## src/rtl/alu_out_capture_pkg.sv

```systemverilog
// Shared types and constants for the ALUOut capture path: FSM state encoding
// and the error codes reported back to the control FSM.
package alu_out_pkg;

    typedef enum logic {
        ST_IDLE = 1'b0,
        ST_WAIT = 1'b1
    } state_t;

    typedef logic [1:0] err_code_t;

    localparam err_code_t ERR_NONE    = 2'b00;
    localparam err_code_t ERR_SEL     = 2'b01;
    localparam err_code_t ERR_TIMEOUT = 2'b10;

endpackage

```

## src/rtl/alu_out_capture_mux_n.sv

```systemverilog
// Parametrised N:1 selector over a flattened source bus. An out-of-range
// select yields zero data and deasserted valid.
module mux_n #(
    parameter int WIDTH   = 32,
    parameter int NUM_SRC = 4,
    parameter int SEL_W   = 2
) (
    input  logic [SEL_W-1:0]         sel,
    input  logic [NUM_SRC*WIDTH-1:0] data,
    input  logic [NUM_SRC-1:0]       valid,
    output logic [WIDTH-1:0]         data_sel,
    output logic                     valid_sel
);

    always_comb begin
        // NOTE: every combinational output gets a default before any branch, so no latch is inferred.
        data_sel  = '0;
        valid_sel = 1'b0;
        for (int i = 0; i < NUM_SRC; i++) begin
            if (sel == SEL_W'(i)) begin
                data_sel  = data[i*WIDTH +: WIDTH];
                valid_sel = valid[i];
            end
        end
    end

endmodule

```

## src/rtl/alu_out_capture.sv

```systemverilog
// ALUOut source select and capture register: waits for the selected source to
// report valid, then latches it, with abort, bad-selector and timeout handling.
module alu_out_capture
    import alu_out_pkg::*;
#(
    parameter int WIDTH   = 32,
    parameter int NUM_SRC = 4,
    parameter int SEL_W   = 2,
    parameter int TIMEOUT = 63,
    parameter int CNT_W   = 6
) (
    input  logic                     clk,
    input  logic                     reset,
    input  logic                     start,
    input  logic [SEL_W-1:0]         sel,
    input  logic [NUM_SRC*WIDTH-1:0] src_data,
    input  logic [NUM_SRC-1:0]       src_valid,
    input  logic                     abort,
    output logic [WIDTH-1:0]         result,
    output logic                     done,
    output logic                     busy,
    output logic                     err,
    output err_code_t                err_code
);

    // One extra bit so NUM_SRC == 2**SEL_W is representable in the compare.
    localparam logic [SEL_W:0] NUM_SRC_V  = (SEL_W+1)'(NUM_SRC);
    localparam logic [CNT_W-1:0] CNT_LAST = CNT_W'(TIMEOUT - 1);
    localparam bit TIMEOUT_EN            = (TIMEOUT != 0);

    state_t           state;
    logic [SEL_W-1:0] sel_q;
    logic [CNT_W-1:0] cnt;
    logic [WIDTH-1:0] mux_data;
    logic             mux_valid;
    logic             sel_bad;

    assign sel_bad = ({1'b0, sel} >= NUM_SRC_V);

    mux_n #(
        .WIDTH   (WIDTH),
        .NUM_SRC (NUM_SRC),
        .SEL_W   (SEL_W)
    ) u_mux (
        .sel       (sel_q),
        .data      (src_data),
        .valid     (src_valid),
        .data_sel  (mux_data),
        .valid_sel (mux_valid)
    );

    // NOTE: all state below is updated with non-blocking assignments so every register sees pre-edge values.
    always_ff @(posedge clk) begin
        if (reset) begin
            state    <= ST_IDLE;
            sel_q    <= '0;
            cnt      <= '0;
            result   <= '0;
            done     <= 1'b0;
            busy     <= 1'b0;
            err      <= 1'b0;
            err_code <= ERR_NONE;
        end else begin
            done <= 1'b0;
            case (state)
                ST_IDLE: begin
                    // abort is ignored here, so start+abort is a plain start.
                    if (start) begin
                        sel_q    <= sel;
                        cnt      <= '0;
                        err      <= 1'b0;
                        err_code <= ERR_NONE;
                        if (sel_bad) begin
                            err      <= 1'b1;
                            err_code <= ERR_SEL;
                            done     <= 1'b1;
                        end else begin
                            state <= ST_WAIT;
                            busy  <= 1'b1;
                        end
                    end
                end

                ST_WAIT: begin
                    if (abort) begin
                        state <= ST_IDLE;
                        busy  <= 1'b0;
                    end else if (mux_valid) begin
                        result <= mux_data;
                        done   <= 1'b1;
                        state  <= ST_IDLE;
                        busy   <= 1'b0;
                    end else if (TIMEOUT_EN && cnt == CNT_LAST) begin
                        err      <= 1'b1;
                        err_code <= ERR_TIMEOUT;
                        done     <= 1'b1;
                        state    <= ST_IDLE;
                        busy     <= 1'b0;
                    end else if (cnt != '1) begin
                        // Saturates at all-ones, which only matters when timeout is disabled.
                        cnt <= cnt + 1'b1;
                    end
                end

                default: begin
                    state <= ST_IDLE;
                    busy  <= 1'b0;
                end
            endcase
        end
    end

endmodule

```

## config.mk

```make
export PLATFORM = sky130hd
export DESIGN_NAME = alu_out_capture
export DESIGN_NICKNAME = d
export VERILOG_FILES = /design/src/rtl/alu_out_capture_pkg.sv /design/src/rtl/alu_out_capture_mux_n.sv /design/src/rtl/alu_out_capture.sv
export SDC_FILE = /design/constraint.sdc
export NUM_CORES = 1
export LEC_CHECK = 0
export BUFFER_PORTS_ARGS = -buffer_cell sky130_fd_sc_hd__buf_2
export CAP_MARGIN = 0
export CORE_AREA = 2 2 81 83
export CTS_CLUSTER_DIAMETER = 120
export DETAILED_ROUTE_END_ITERATION = 16
export DIE_AREA = 0 0 83 85
export HOLD_SLACK_MARGIN = 0.06
export PLACE_DENSITY = 0.78
export SLEW_MARGIN = 20
export SYNTH_ARGS = -nofsm -noshare
export SYNTH_HDL_FRONTEND = slang
export SYNTH_HIERARCHICAL = 1
export SYNTH_SLANG_ARGS = --single-unit
```

## constraint.sdc

```tcl
create_clock -name clk -period 3 [get_ports clk]
set_clock_uncertainty 0.2 [all_clocks]
set_input_delay 0.15 -clock clk [delete_from_list [all_inputs] [get_ports clk]]
set_output_delay 0.15 -clock clk [all_outputs]
set_load 0.05 [all_outputs]
```

==> results.sh <==
export IMPL_num_rows=29
export IMPL_cts_setup_buffers=0
export IMPL_critPathBufInv=0
export IMPL_grt_pass1_wl_um=11360
export IMPL_critPathTopFamily="simple AND/OR/NAND/NOR gates"
export IMPL_htreeDepth=2
export IMPL_fin_hold_ws_ns=0.1202
export IMPL_firstDrtPassIters=4
export IMPL_drv_slew=0
export IMPL_die_y_um=85
export IMPL_drt_iter0_markers=58
export IMPL_clock_power_share=0.293
export IMPL_p_leak_nw=1.546
export IMPL_slew_headroom=0.5121
export IMPL_path_max_fanout=7
export IMPL_cts_root_buf="clkbuf_8"
export IMPL_cts_buffers=5
export IMPL_grt_max_degree=42
export IMPL_finalCriticalPeriod_ns=2.383
export IMPL_synth_edf_count=0
export IMPL_worst_skew_pair_late_latency_ns=0.29
export IMPL_clk_pin_slew_ns=0.08
export IMPL_sw_frac_of_total=0.2717
export IMPL_drt_vias_per_instance=5.227
export IMPL_fill_cells=575
export IMPL_die_x_um=83
export IMPL_cts_tree="yes"
export IMPL_seqPwrFrac=0.467
export IMPL_syn_to_final_growth_pct=38.48
export IMPL_ios=175
export IMPL_nNetsFinal=556
export IMPL_min_period_over_period=0.7942
export IMPL_switchingPower_mw=0.3541
export IMPL_route_detailed_drc=0
export IMPL_core_mm2=0.006205
export IMPL_max_freq_mhz=419.7
export IMPL_yosys_top_cells_count="nand2_1 (69), dfxtp_1 (44), a21oi_1 (38)"
export IMPL_rsz0062_at_grt="false"
export IMPL_yosysSeqAreaShare=0.3459
export IMPL_synth_cell_types=42
export IMPL_worst_pin_slew_ns=0.7318
export IMPL_crit_arrival_ns=2.41
export IMPL_cp_slowest_stage_delay_ns=0.69
export IMPL_cp_start_kind="flip-flop"
export IMPL_combPwrFrac=0.240
export IMPL_syn_area_mm2=0.002546
export IMPL_setup_tns_ns=0
export IMPL_syn_avg_cell_area_um2=10.18
export IMPL_outcome="completed"
export IMPL_crit_slowest_cell="mux4_1"
export IMPL_crit_chain="mux4_1 > or3b_4 > or4_1 > a21oi_1"
export IMPL_ys_ff_latch=44
export IMPL_die_area_mm2=0.007055
export IMPL_postRouteAntennaNets=0
export IMPL_wl_um=7163
export IMPL_ctsHoldBuffers=4
export IMPL_grt_usage=0.1982
export IMPL_power_density_mw_per_mm2=369.6
export IMPL_ys_flop_type="dfxtp_1"
export IMPL_clock_path_buffers=2
export IMPL_cp_required_ns=3.03
export IMPL_synth_area_leaders="dfxtp_1 (35%), mux4_2 (27%), nand2_1 (10%)"
export IMPL_async_flop_share=0
export IMPL_place_congestion=0.8780
export IMPL_drv_cap=0
export IMPL_via_count=2582
export IMPL_grt_ovfl_total=0
export IMPL_final_layout_size_suffix_gt1_frac=0.5300
export IMPL_cts_sinks=44
export IMPL_synth_top_area_frac=0.3459
export IMPL_diodes=0
export IMPL_hold_viol=0
export IMPL_syn_inst=250
export IMPL_wl_per_cell_um=14.50
export IMPL_synth_most_common_cell="nand2_1"
export IMPL_min_path_type="input port to flip-flop"
export IMPL_initial_utilization=0.4104
export IMPL_yosys_warnings=6
export IMPL_grt_pass1_vias=2423
export IMPL_cts_resized_gates=0
export IMPL_io_buffers=173
export IMPL_vdd_drop_max_mv=0.1937
export IMPL_synth_top_area_cell="dfxtp_1"
export IMPL_antenna_found_initial=0
export IMPL_syn_nets=390
export IMPL_p_int_mw=0.9493
export IMPL_cp_end_kind="flip-flop"
export IMPL_setup_viol=0
export IMPL_critical_path_class="flip-flop to flip-flop"
export IMPL_hpwl_um=5573
==> layer usage <==
metal	track usage	wire, um	vias to the layer above
met3	0.05156	491	14
met1	0.2353	2818	1193
met2	0.3548	3731	123
met5	0	0	-
met4	0.05812	123	0
li1	-	-	1252
==> through the flow <==
step	total power [mW]	setup slack, ns	cell area, um^2	std cells	utilization
final	1.303	0.6173	3526	494	0.5683
after global routing	1.371	0.5354	3526	494	0.5683
after CTS	1.324	0.6168	3526	494	0.5683
after detailed placement	0.9333	0.6432	3392	482	0.5467
after global placement	0.9266	0.6999	3391	482	0.5465
after floorplan	0.8232	0.5859	2546	250	-
==> registers in the layout (all words and copies together), names as in the netlist <==
signal,count
sel_q,2
cnt,6
result,32
state,1
busy,1
done,1
err_code,1
==> power by group through the flow <==
stage | clock (mW) | combinational [mW] | sequential [mW]
after floorplan | 0 | 0.157 | 0.666
after global placement | 0 | 0.305 | 0.621
after detailed placement | 0 | 0.311 | 0.622
after CTS | 0.400 | 0.315 | 0.609
after global routing | 0.421 | 0.339 | 0.611
final | 0.382 | 0.313 | 0.609
==> placed cells by master, fill, tap and decap left out, types with 2 or more instances in the layout <==
cell type	instances
ha_1	2
nand3_1	2
a21oi_1	38
nor3_1	2
buf_4	4
a211oi_1	2
nand2b_1	2
a31o_2	2
dfxtp_1	42
nand2_1	69
inv_1	2
nand3b_1	2
mux4_2	30
a2111oi_0	2
clkbuf_8	6
dlygate4sd3_1	4
mux4_1	3
dfxtp_2	2
a31oi_1	2
nor2_1	4
buf_2	173
==> final timing paths <==
check               start         end  slack [ns]  depth (start not counted)
max              sel_q[0]      cnt[5]        0.62                          4
max reg2reg      sel_q[0]      cnt[5]        0.62                          4
min reg2reg    result[13]  result[13]        0.26                          2
min          src_data[96]   result[0]        0.12                          4
==> layout make-up <==
cell class,count,area [um^2],share of cell area
Clock inverter,1,7.507,0.002129
Multi-Input combinational cell,182,1509,0.4280
Inverter,2,7.507,0.002129
Sequential cell,44,883.3,0.2505
Timing Repair Buffer,181,935.9,0.2654
Clock buffer,7,86.33,0.02449
Tap cell,77,96.34,0.02732
==> worst min-delay path: cells and delay by family <==
| kind | cells | cell delay, ns |
|---|---|---|
| compound gates | 1 | 0.10 |
| simple gates | 1 | 0.05 |
| buf+inv | 1 | 0.07 |
| mux | 1 | 0.20 |
==> cell families (layout without fill, tap and decap cells) <==
family	count (synthesis)	in the layout	synth area share
flops	44	44	0.3459
buf+inv	24	191	0.06191
mux	34	34	0.3002
compound gates	51	51	0.1135
fa+ha+maj	2	2	0.009826
other cells	1	1	0.001473
simple gates	94	94	0.1671
No activity file was read; power rests on OpenSTA's default activity.
